### config.mk
export PLATFORM = sky130hd
export DESIGN_NAME = stopwatch_time_counter
export DESIGN_NICKNAME = d
export VERILOG_FILES = /design/src/rtl/stopwatch_time_counter.sv
export SDC_FILE = /design/constraint.sdc
export NUM_CORES = 1
export LEC_CHECK = 0
export BUFFER_PORTS_ARGS = -buffer_cell sky130_fd_sc_hd__buf_2
export CORE_MARGIN = 1.5
export CORE_UTILIZATION = 35
export CTS_CLUSTER_DIAMETER = 200
export CTS_CLUSTER_SIZE = 40
export DETAILED_ROUTE_END_ITERATION = 12
export PLACE_DENSITY = 0.58
export SLEW_MARGIN = 25
export SYNTH_ARGS = -nofsm -noshare
export SYNTH_HDL_FRONTEND = slang
export SYNTH_SLANG_ARGS = --single-unit
### constraint.sdc
create_clock -name iClk -period 5.3 [get_ports iClk]
set_input_delay 1.06 -clock iClk [delete_from_list [all_inputs] [get_ports iClk]]
set_output_delay 1.06 -clock iClk [all_outputs]
set_load 0.05 [all_outputs]
### src/rtl/stopwatch_time_counter.sv
// MM:SS BCD time counter for the stopwatch: sub-second tick prescaler, run-mode carry chain,
// and per-unit increment/decrement editing with wrap-around and no cross-unit carry.
module stopwatch_time_counter #(
    parameter int TICKS_PER_SEC = 100,
    parameter int MAX_MIN       = 59
) (
    input  logic                             iClk,
    input  logic                             iRst,
    input  logic                             iTick,
    input  logic                             iRun,
    input  logic                             iEditEn,
    input  logic                             iEditUnit,
    input  logic                             iEditInc,
    input  logic                             iEditDec,
    input  logic                             iClear,
    output logic [3:0]                       oMinTens,
    output logic [3:0]                       oMinOnes,
    output logic [3:0]                       oSecTens,
    output logic [3:0]                       oSecOnes,
    output logic [$clog2(TICKS_PER_SEC)-1:0] oSubSec,
    output logic                             oWrap
);

    localparam int             SW       = $clog2(TICKS_PER_SEC);
    localparam logic [SW-1:0]  SUB_LAST = SW'(TICKS_PER_SEC - 1);
    localparam logic [3:0]     MIN_T    = 4'(MAX_MIN / 10);
    localparam logic [3:0]     MIN_O    = 4'(MAX_MIN % 10);
    localparam logic [3:0]     SEC_T    = 4'd5;
    localparam logic [3:0]     SEC_O    = 4'd9;

    logic [3:0]    r_min_tens, r_min_ones, r_sec_tens, r_sec_ones;
    logic [SW-1:0] r_sub_sec;
    logic          r_wrap;

    logic [7:0]    w_min, w_sec, w_min_next, w_sec_next;
    logic [SW-1:0] w_sub_next;
    logic          w_wrap_next;

    // Two-digit BCD +1 / -1 that wraps between 00 and the given top value.
    function automatic logic [7:0] bcd_inc(input logic [7:0] v, input logic [3:0] top_t,
                                           input logic [3:0] top_o);
        if (v == {top_t, top_o})
            return 8'h00;
        else if (v[3:0] == 4'd9)
            return {v[7:4] + 4'd1, 4'd0};
        else
            return {v[7:4], v[3:0] + 4'd1};
    endfunction

    function automatic logic [7:0] bcd_dec(input logic [7:0] v, input logic [3:0] top_t,
                                           input logic [3:0] top_o);
        if (v == 8'h00)
            return {top_t, top_o};
        else if (v[3:0] == 4'd0)
            return {v[7:4] - 4'd1, 4'd9};
        else
            return {v[7:4], v[3:0] - 4'd1};
    endfunction

    assign w_min = {r_min_tens, r_min_ones};
    assign w_sec = {r_sec_tens, r_sec_ones};

    always_comb begin
        w_min_next  = w_min;
        w_sec_next  = w_sec;
        w_sub_next  = r_sub_sec;
        w_wrap_next = 1'b0;
        if (iClear) begin
            w_min_next = 8'h00;
            w_sec_next = 8'h00;
            w_sub_next = '0;
        end else if (iEditEn) begin
            // Conflicting inc+dec is treated as no request at all.
            if (iEditInc ^ iEditDec) begin
                w_sub_next = '0;
                case ({iEditUnit, iEditInc})
                    2'b01:   w_min_next = bcd_inc(w_min, MIN_T, MIN_O);
                    2'b00:   w_min_next = bcd_dec(w_min, MIN_T, MIN_O);
                    2'b11:   w_sec_next = bcd_inc(w_sec, SEC_T, SEC_O);
                    default: w_sec_next = bcd_dec(w_sec, SEC_T, SEC_O);
                endcase
            end
        end else if (iRun && iTick) begin
            if (r_sub_sec != SUB_LAST) begin
                w_sub_next = r_sub_sec + SW'(1);
            end else begin
                w_sub_next = '0;
                w_sec_next = bcd_inc(w_sec, SEC_T, SEC_O);
                if (w_sec == {SEC_T, SEC_O}) begin
                    w_min_next  = bcd_inc(w_min, MIN_T, MIN_O);
                    w_wrap_next = (w_min == {MIN_T, MIN_O});
                end
            end
        end
    end

    always_ff @(posedge iClk) begin
        if (iRst) begin
            r_min_tens <= 4'd0;
            r_min_ones <= 4'd0;
            r_sec_tens <= 4'd0;
            r_sec_ones <= 4'd0;
            r_sub_sec  <= '0;
            r_wrap     <= 1'b0;
        end else begin
            r_min_tens <= w_min_next[7:4];
            r_min_ones <= w_min_next[3:0];
            r_sec_tens <= w_sec_next[7:4];
            r_sec_ones <= w_sec_next[3:0];
            r_sub_sec  <= w_sub_next;
            r_wrap     <= w_wrap_next;
        end
    end

    assign oMinTens = r_min_tens;
    assign oMinOnes = r_min_ones;
    assign oSecTens = r_sec_tens;
    assign oSecOnes = r_sec_ones;
    assign oSubSec  = r_sub_sec;
    assign oWrap    = r_wrap;

endmodule

==> results of run 1 <==
==> sequential cells by signal (all words and copies together) (netlist names) <==
name and count:
oSubSec 7, oSecOnes 4, oMinOnes 4, oMinTens 4, oSecTens 4, oWrap 1
==> area by class of cell <==
type                    instances  area [µm²]  area share
clock buffers                   3        41.3      0.0192
clock inverters                 1        30.0      0.0140
inverters                      10        37.5      0.0175
multi-input cells             193        1310       0.610
flip-flops and latches         24         480       0.224
well taps                      70        87.6      0.0408
repair buffers                 32         160      0.0745
==> metal layers <==
| metal | vias to the layer above | global-route usage | wire length (µm) |
|---|---|---|---|
| met1 | 840 | 0.231 | 2290 |
| li1 | 931 | - | - |
| met5 | - | 0 | 0 |
| met4 | 0 | 0.0370 | 42 |
| met3 | 4 | 0.0359 | 210 |
| met2 | 46 | 0.274 | 2090 |
==> power by group through the flow <==
stage / Clock, mW / Combinational (mW) / Sequential, mW
6_report: 0.167 / 0.0538 / 0.185
5_1_grt: 0.179 / 0.0595 / 0.185
4_1_cts: 0.172 / 0.0538 / 0.185
3_5_place_dp: 0 / 0.0535 / 0.189
3_3_place_gp: 0 / 0.0540 / 0.189
2_1_floorplan: 0 / 0.0353 / 0.193
==> cells in the mapped netlist, types with 2 or more instances <==
cell type / count
nand2_1: 25
dfxtp_1: 24
nor2_1: 22
a21oi_1: 16
ha_1: 16
o21ai_0: 13
inv_1: 10
nor2b_1: 8
nor3_1: 8
nand3_1: 7
a311oi_1: 6
nand4_1: 5
and3b_1: 4
buf_2: 4
o211ai_1: 4
clkbuf_1: 3
nand2b_1: 3
nand3b_1: 3
xnor2_1: 3
xor2_1: 3
a211oi_1: 2
a21boi_0: 2
a21o_1: 2
a22o_1: 2
a22oi_1: 2
nor3b_1: 2
o31ai_1: 2
o32ai_1: 2
==> cell families (layout without fill, tap and decap cells) <==
kind of cell / after synthesis / count (layout) / synth area share
muxes: 1 / 1 / 0.00535
buffers and inverters: 19 / 46 / 0.0428
AOI/OAI and AO/OA: 72 / 72 / 0.277
xor gates and xnor gates: 6 / 6 / 0.0281
and+or+nand+nor: 98 / 98 / 0.283
DFF: 24 / 24 / 0.257
adders and majority gates: 16 / 16 / 0.107
==> how the worst min path moves through the flow <==
stage / from / to / slack [ns] / depth (start not counted)
floorplan: oMinTens[1] / oMinTens[1] / 0.73 / 2
global placement: oSecTens[1] / oSecTens[1] / 0.55 / 2
detailed placement: oSecTens[1] / oSecTens[1] / 0.55 / 2
CTS: oSecTens[1] / oSecTens[1] / 0.57 / 2
global route: oSecTens[1] / oSecTens[1] / 0.62 / 2
finish: oSecTens[1] / oSecTens[1] / 0.57 / 2
==> critical path: cells and delay by family <==
kind / cells / cell delay, ns
buf+inv: 1 / 0.19
simple gates: 2 / 0.50
compound gates: 2 / 0.86
==> metrics.md, run 1 <==
| Metric | Value |
|---|---|
| Status | `finished clean` |
| Chip height | `76.1 µm` |
| Crit path capture | `oSecOnes[2]` |
| Setup violators final | `0` |
| Final net count | `289` |
| Clock power frac | `0.412` |
| Slew margin rel. | `0.542` |
| Final Hold Viols | `0` |
| Synth warn | `0` |
| Fin area | `2150 µm²` |
| Vias per inst | `5.47` |
| Initial antenna violation count | `0` |
| Worst Tran Pin Value | `0.688 ns` |
| Sw frac | `0.260` |
| Worst reg2reg setup slack | `3.11 ns` |
| Final core utilization | `0.418` |
| Post-Syn Area | `1870 µm²` |
| Tcrit/Tclk final | `0.459` |
| Crit path from | `iEditEn` |
| Share of layout cells above drive strength 1 | `0.186` |
| Root buffer cell | `clkbuf_8` |
| Placed insts | `329` |
| Routed Antenna Nets | `0` |
| Crit path max-delay cell type | `a21oi_1` |
| CP required | `5.49 ns` |
| Port bufs | `32` |
| Num CTS Buffers | `3` |
| Pre-antenna DRT Iters | `4` |
| Maximum fanout along the worst path | `13` |
| Largest cells by area after synthesis | `dfxtp_1, ha_1, nand2_1` |
| Async SR Flop Fraction | `0` |
| CP Class | `in -> reg` |
| Worst setup EP type | `flop` |
| Final clock skew | `0.00460 ns` |
| CP cell instances | `buf_2, and3b_1, a21oi_1, nor2_1, a311oi_1` |
| Residual DRC | `0` |
| Slowest stage delay, CP | `0.55 ns` |
| Final Worst Setup Slack | `2.87 ns` |
| Critical path launch point type | `primary input` |
| Static leakage | `0.828 nW` |
| Avg Cell Area, Syn | `7.93 µm²` |
| Comb pwr share | `0.133` |
| Setup TNS | `0 ns` |
| Total power | `406 µW` |
| Most frequent cells in the layout | `buf_2, nand2_1, dfxtp_1` |
| Fillers | `586` |
| DIE WIDTH | `76.1 µm` |
| Clock transition at path regs | `0.09 ns` |
| Syn_nets | `261` |
| Share of the synthesized area in the top cell type | `0.257` |
| Ant. Diodes | `0` |
| DP HPWL | `3.41 mm` |
| Seq pwr share | `0.455` |
| Hold slack | `0.570 ns` |
| CP arrival | `2.62 ns` |
| RSZ-0062 raised after global routing | `no` |
| Core area | `5140 µm²` |
| Worst r2r dst | `oMinTens[0]` |
| Area leader, netlist | `dfxtp_1` |
| H-tree levels | `1` |
| Clock tree buffer depth | `2` |
| Row cnt | `26` |
| Post-CTS Setup Bufs | `0` |
| Commonest non-fill, non-tap cell in the layout | `buf_2` |
| Via count | `1821` |
| Iteration-0 DRC Markers | `59` |
| Flops & latches, synth | `24` |
| Final min period | `2.43 ns` |
| Die area | `5800 µm²` |
| Area growth syn-to-layout | `14.8%` |
| Maximum VDD drop | `0.152 mV` |
| Ports | `33` |
| Pre-CTS WS | `2.62 ns` |
| GPL Wtd Cong | `0.881` |
| Total wire length | `4.64 mm` |
| FF-to-FF path depth | `7` |
| Max-cap viol count | `0` |
| DR WL/cell | `13.9 µm` |
| First-pass GRT wire length | `8.20 mm` |
| Cell variety after synth | `61` |
| Ys flop type | `dfxtp_1` |
| Reg-to-Reg Start | `oMinOnes[0]` |
| Worst Hold Class | `reg -> reg` |
| Int Pwr | `300 µW` |
| PwrDens | `189 nW/µm²` |
| EDFF count, synth | `0` |
| Max-slew violation count | `0` |
| Initial Utilization | `0.364` |
| Mapped Cells | `236` |
| Register area share after synthesis | `0.257` |
| NetSw | `106 µW` |
| Clk_lat worst skew | `0.28 ns` |
| Post-CTS resize count | `0` |
| Vias in the first global route | `1732` |
| Clock sink count | `24` |
| Finished Layout Cells | `333` |
| Hold bufs inserted after CTS | `0` |
| GRT Util Overall | `0.169` |
| Fmax | `411 MHz` |
| Largest net degree at the start of global routing | `17` |
| Grt total ovfl | `0` |
| Dpl cell area | `2080 µm²` |
| CTS tree | `yes` |
Power figures use the tool's default switching activity.
==> inputs of run 2 (changes only) <==
- clock period: 5.3 -> 2.3 ns (I/O delays scaled with it)
==> metrics.md, run 2 (synthesis gave the netlist of run 1 again) <==
| Metric | Value |
|---|---|
| Port bufs | `32 (unchanged)` |
| DR WL/cell | `13.7 µm (-1.5%)` |
| Tcrit/Tclk final | `0.853` |
| Largest net degree at the start of global routing | `17 (unchanged)` |
| Root buffer cell | `clkbuf_8` |
| Chip height | `76.1 µm (unchanged)` |
| Slowest stage delay, CP | `0.38 ns (-0.17 ns)` |
| Ports | `33 (unchanged)` |
| DIE WIDTH | `76.1 µm (unchanged)` |
| Core area | `5140 µm² (unchanged)` |
| PwrDens | `390 nW/µm² (+110%)` |
| Fmax | `510 MHz` |
| Maximum VDD drop | `0.233 mV (+52%)` |
| Final clock skew | `0.00269 ns (-0.00191 ns)` |
| Clock tree buffer depth | `2 (unchanged)` |
| Finished Layout Cells | `342 (+2.7%)` |
| Worst Tran Pin Value | `0.428 ns (-0.260 ns)` |
| GPL Wtd Cong | `0.848 (-3.8%)` |
| Max-cap viol count | `0 (unchanged)` |
| Grt total ovfl | `0 (unchanged)` |
| Share of layout cells above drive strength 1 | `0.217 (+0.0306)` |
| Dpl cell area | `2140 µm² (+3.3%)` |
| Pre-antenna DRT Iters | `4 (unchanged)` |
| Row cnt | `26 (unchanged)` |
| H-tree levels | `1 (unchanged)` |
| Max reg flops | `7 (unchanged)` |
| Via count | `1860 (+2.1%)` |
| Clock sink count | `24 (unchanged)` |
| Most frequent cells in the layout | `buf_2, nand2_1, dfxtp_1` |
| Max-slew violation count | `0 (unchanged)` |
| Critical path launch point type | `flop` |
| Pre-CTS WS | `0.248 ns (-2.37 ns)` |
| Clock transition at path regs | `0.09 ns (about the same)` |
| Post-CTS Setup Bufs | `0 (unchanged)` |
| Vias per inst | `5.44 (-0.55%)` |
| Clk_lat worst skew | `0.27 ns (about the same)` |
| Hold bufs inserted after CTS | `0 (unchanged)` |
| Final Hold Viols | `0 (unchanged)` |
| Final min period | `1.96 ns` |
| Initial Utilization | `0.364 (unchanged)` |
| CP arrival | `2.13 ns (-0.49 ns)` |
| CP required | `2.47 ns (-3.02 ns)` |
| Final net count | `298 (+3.1%)` |
| Placed insts | `338 (+2.7%)` |
| Die area | `5800 µm² (unchanged)` |
| Maximum fanout along the worst path | `9 (-4)` |
| Worst Hold Class | `reg -> reg` |
| Initial antenna violation count | `0 (unchanged)` |
| Residual DRC | `0 (unchanged)` |
| Worst setup EP type | `flop` |
| Total power | `859 µW (+110%)` |
| First-pass GRT wire length | `8.04 mm (-2.0%)` |
| Setup TNS | `0 ns (unchanged)` |
| Status | `finished clean` |
| CTS tree | `yes` |
| CP Class | `reg -> reg` |
| Setup violators final | `0 (unchanged)` |
| Num CTS Buffers | `3 (unchanged)` |
| RSZ-0062 raised after global routing | `no` |
| DP HPWL | `3.48 mm (+2.2%)` |
| Static leakage | `0.870 nW (+5.1%)` |
| Crit path max-delay cell type | `dfxtp_1` |
| Area growth syn-to-layout | `17.8%` |
| CP cell instances | `inv_1, ha_1, and3b_1, nand3_1, o21ai_2, nand2_1, o221a_2` |
| Hold slack | `0.566 ns (-0.00346 ns)` |
| Total wire length | `4.69 mm (+1.1%)` |
| Fin area | `2200 µm² (+2.6%)` |
| Post-CTS resize count | `0 (unchanged)` |
| Vias in the first global route | `1669 (-3.6%)` |
| Worst reg2reg setup slack | `0.34 ns (-2.77 ns)` |
| Iteration-0 DRC Markers | `86 (+46%)` |
| Final Worst Setup Slack | `0.339 ns (-2.53 ns)` |
| Final core utilization | `0.429 (+0.0110)` |
| Ant. Diodes | `0 (unchanged)` |
| Routed Antenna Nets | `0 (unchanged)` |
| Slew margin rel. | `0.713 (+0.171)` |
| Commonest non-fill, non-tap cell in the layout | `buf_2` |
| GRT Util Overall | `0.165 (-0.00404)` |
-- run 2: cell types whose count changed in the layout (fill, tap and decap cells not counted), sizes merged --
cell	previous run	this run
clkbuf	3	4
buf	32	41
bufinv	1	0
-- run 2: worst max-delay path: cells and delay by family, from the launching register on --
kind | cells | cell delay (ns)
fa+ha+maj | 1 | 0.21
buf+inv | 1 | 0.15
compound gates | 2 | 0.64
flops | 1 | 0.38
simple gates | 3 | 0.48
-- run 2: worst paths after layout --
check,from,end,cells after the start
worst max-delay path,oSecOnes[1],oMinTens[0],7
worst min-delay path,oSecTens[1],oSecTens[1],2
worst max register to register,oSecOnes[1],oMinTens[0],7
worst min register to register,oSecTens[1],oSecTens[1],2
-- run 2: report_power, final --
group / switching, mW / total [mW] / internal, mW
logic: 0.0878 / 0.137 / 0.0490
registers: 0.00534 / 0.424 / 0.419
clock network: 0.145 / 0.299 / 0.153
-- run 2: cell type report --
| type | instances | area, µm² |
|---|---|---|
| Sequential cell | 24 | 480 |
| Timing Repair Buffer | 41 | 228 |
| Clock buffer | 4 | 55.1 |
| Tap cell | 70 | 87.6 |
| Fill cell | 562 | 2940 |
| Multi-Input combinational cell | 193 | 1320 |
| Inverter | 10 | 37.5 |
-- run 2: layer usage --
layer / global-route usage / wire length, µm
met1: 0.231 / 2290
met2: 0.266 / 2150
met3: 0.0192 / 209
met4: 0.0500 / 43
met5: 0 / 0
==> inputs of run 3 (changes only) <==
- ABC_AREA: default -> 1
==> metrics.md, run 3 <==
| Metric | Value |
|---|---|
| Max reg flops | `7 (unchanged)` |
| Vias in the first global route | `1680 (+0.66%)` |
| Residual DRC | `0 (unchanged)` |
| Initial Utilization | `0.371 (+0.00675)` |
| Ports | `33 (unchanged)` |
| Flops & latches, synth | `24 (unchanged)` |
| Initial antenna violation count | `0 (unchanged)` |
| Routed Antenna Nets | `0 (unchanged)` |
| CTS tree | `yes` |
| Synth warn | `0 (unchanged)` |
| Commonest non-fill, non-tap cell in the layout | `nand2_1` |
| Maximum fanout along the worst path | `7 (-2)` |
| Root buffer cell | `clkbuf_8` |
| Num CTS Buffers | `3 (unchanged)` |
| Static leakage | `1.06 nW (+22%)` |
| Post-CTS Setup Bufs | `0 (unchanged)` |
| Syn_nets | `312 (+20%)` |
| Die area | `5970 µm² (+3.0%)` |
| Vias per inst | `4.79 (-12%)` |
| Post-Syn Area | `1930 µm² (+3.1%)` |
| Commonest cells post-synth | `nand2_1, inv_1, nand3_1, nor2_1, dfxtp_1` |
| Worst setup EP type | `flop` |
| Fmax | `581 MHz (+14%)` |
| Clock sink count | `24 (unchanged)` |
| First-pass GRT wire length | `7.56 mm (-6.0%)` |
| Area leader, netlist | `dfxtp_1` |
| WHS Path Cells | `3 (+1)` |
| Chip height | `77.3 µm (+1.5%)` |
| Clock transition at path regs | `0.10 ns (about the same)` |
| Met2 usage | `0.251 (-0.0149)` |
| Buf/Inv on CP | `1 (unchanged)` |
| Worst path top cell family by delay | `simple AND/OR/NAND/NOR gates` |
| Iteration-0 DRC Markers | `96 (+12%)` |
| Largest net degree at the start of global routing | `17 (unchanged)` |
| Row cnt | `26 (unchanged)` |
| Cell variety after synth | `31 (-49%)` |
| FF-to-FF path depth | `9 (+2)` |
| M3 GR Usage | `0.0179 (-0.00130)` |
| Largest cells by area after synthesis | `dfxtp_1, ha_1, nand2_1` |
| Setup violators final | `0 (unchanged)` |
| CP cell instances | `inv_1, ha_1, nand2_1, nor2_2, nand3_1, nand2_2, nand2_2, o21ai_0, a21oi_1` |
| DIE WIDTH | `77.3 µm (+1.5%)` |
| Crit path max-delay cell type | `dfxtp_1` |
| H-tree levels | `1 (unchanged)` |
| Reg-to-Reg Start | `oSecOnes[1]` |
| Gr busiest metal | `met2` |
| Critical path launch point type | `flop` |
| Port bufs | `32 (unchanged)` |
| DR WL/cell | `11.0 µm (-20%)` |
| Tcrit/Tclk final | `0.748 (-0.105)` |
| Cell mode on critical path | `nand2_2` |
| Pre-CTS WS | `0.603 ns (+0.355 ns)` |
| Total power | `970 µW (+13%)` |
| Clock tree buffer depth | `2 (unchanged)` |
| Cell with the most instances after synthesis | `nand2_1` |
| Register area share after synthesis | `0.249 (-0.00782)` |
| Final min period | `1.72 ns (-0.241 ns)` |
| Ant. Diodes | `0 (unchanged)` |
| Hold path endpoint | `oWrap` |
| EDFF count, synth | `0 (unchanged)` |
| Ys flop type | `dfxtp_1` |
| Share of the synthesized area in the top cell type | `0.249 (-0.00782)` |
| Async SR Flop Fraction | `0 (unchanged)` |
| Final Worst Setup Slack | `0.579 ns (+0.241 ns)` |
| Total wire length | `4.32 mm (-8.0%)` |
| Worst reg2reg setup slack | `0.58 ns (+0.24 ns)` |
| GR Util met1 | `0.212 (-0.0188)` |
| CP Class | `reg -> reg` |
| Hold bufs inserted after CTS | `0 (unchanged)` |
| Slew margin rel. | `0.756 (+0.0436)` |
| Final clock skew | `0.00971 ns (+0.00702 ns)` |
| Clk_lat worst skew | `0.28 ns (about the same)` |
| GRT Util Overall | `0.152 (-0.0126)` |
| CP required | `2.46 ns (about the same)` |
| Worst Tran Pin Value | `0.365 ns (-0.0626 ns)` |
| Share of layout cells above drive strength 1 | `0.211 (-0.00573)` |
| Final Hold Viols | `0 (unchanged)` |
| Max-slew violation count | `0 (unchanged)` |
| Core area | `5200 µm² (+1.3%)` |
| Status | `finished clean` |
| PwrDens | `432 nW/µm² (+11%)` |
| Most frequent cells in the layout | `nand2_1, inv_1, nand3_1, nor2_1, buf_2` |
| Via count | `1877 (+0.91%)` |
| Min-delay src | `iRun` |
| Maximum VDD drop | `0.250 mV (+7.5%)` |
| RSZ-0062 raised after global routing | `no` |
| CP arrival | `1.88 ns (-0.25 ns)` |
| Cell depth of the worst setup path | `9 (+2)` |
| Area growth syn-to-layout | `16.4%` |
| GPL Wtd Cong | `0.875 (+3.2%)` |
| Pre-antenna DRT Iters | `4 (unchanged)` |
| Mapped Cells | `287 (+22%)` |
| DP HPWL | `3.41 mm (-2.2%)` |
| Avg Cell Area, Syn | `6.73 µm² (-15%)` |
| Max-cap viol count | `0 (unchanged)` |
| Grt total ovfl | `0 (unchanged)` |
| Worst Hold Class | `in -> reg` |
| Final core utilization | `0.432 (+0.00281)` |
| Slowest stage delay, CP | `0.34 ns (-0.04 ns)` |
| Final net count | `348 (+17%)` |
| Post-CTS resize count | `0 (unchanged)` |
| Worst r2r dst | `oMinOnes[1]` |
| Setup TNS | `0 ns (unchanged)` |
-- run 3: logic make-up after synthesis --
| logic type | synth area share |
|---|---|
| compound gates | 0.141 |
| fa+ha+maj | 0.104 |
| simple gates | 0.350 |
| buf+inv | 0.0927 |
| flops | 0.249 |
| xor+xnor | 0.0635 |
-- run 3: area by class of cell --
class	instances	area, µm²
sequential	24	480
fill	564	2960
timing repair buffer	33	168
clock inverter	1	30.0
multi-input combinational	216	1270
inverter	45	169
clock buffer	3	41.3
tap	70	87.6
-- run 3: layer usage --
layer	vias to the layer above	share of wire
met5	-	0
met1	845	0.49
li1	993	-
met3	4	0.035
met2	35	0.47
met4	0	0.0083
-- run 3: metrics by stage --
stage | instances | cell area [µm²] | hold slack [ns]
floorplan | 287 | 1930 | 0.639
global placement | 388 | 2180 | 0.493
detailed placement | 388 | 2180 | 0.493
CTS | 392 | 2250 | 0.486
global route | 392 | 2250 | 0.489
finish | 392 | 2250 | 0.486
-- run 3: tightest hold or removal path, cell delays in order --
cell	delay, ns
buf_2	0.12
nand3_2	0.10
nor4_1	0.05
-- run 3: power by group --
| part | internal (mW) | total [mW] | switching [mW] |
|---|---|---|---|
| registers | 0.421 | 0.429 | 0.00823 |
| clock network | 0.233 | 0.383 | 0.150 |
| logic | 0.0492 | 0.157 | 0.108 |
| total | 0.703 | 0.970 | 0.267 |
-- run 3: how the worst max path moves through the flow --
stage,startpoint,to
after detailed placement,oSecOnes[1],oMinTens[3]
after global routing,oSecOnes[1],oMinTens[3]
after CTS,oSecOnes[1],oMinTens[3]
final,oSecOnes[1],oMinOnes[1]
after global placement,oSecOnes[1],oMinOnes[0]
after floorplan,oSecOnes[1],oMinOnes[3]
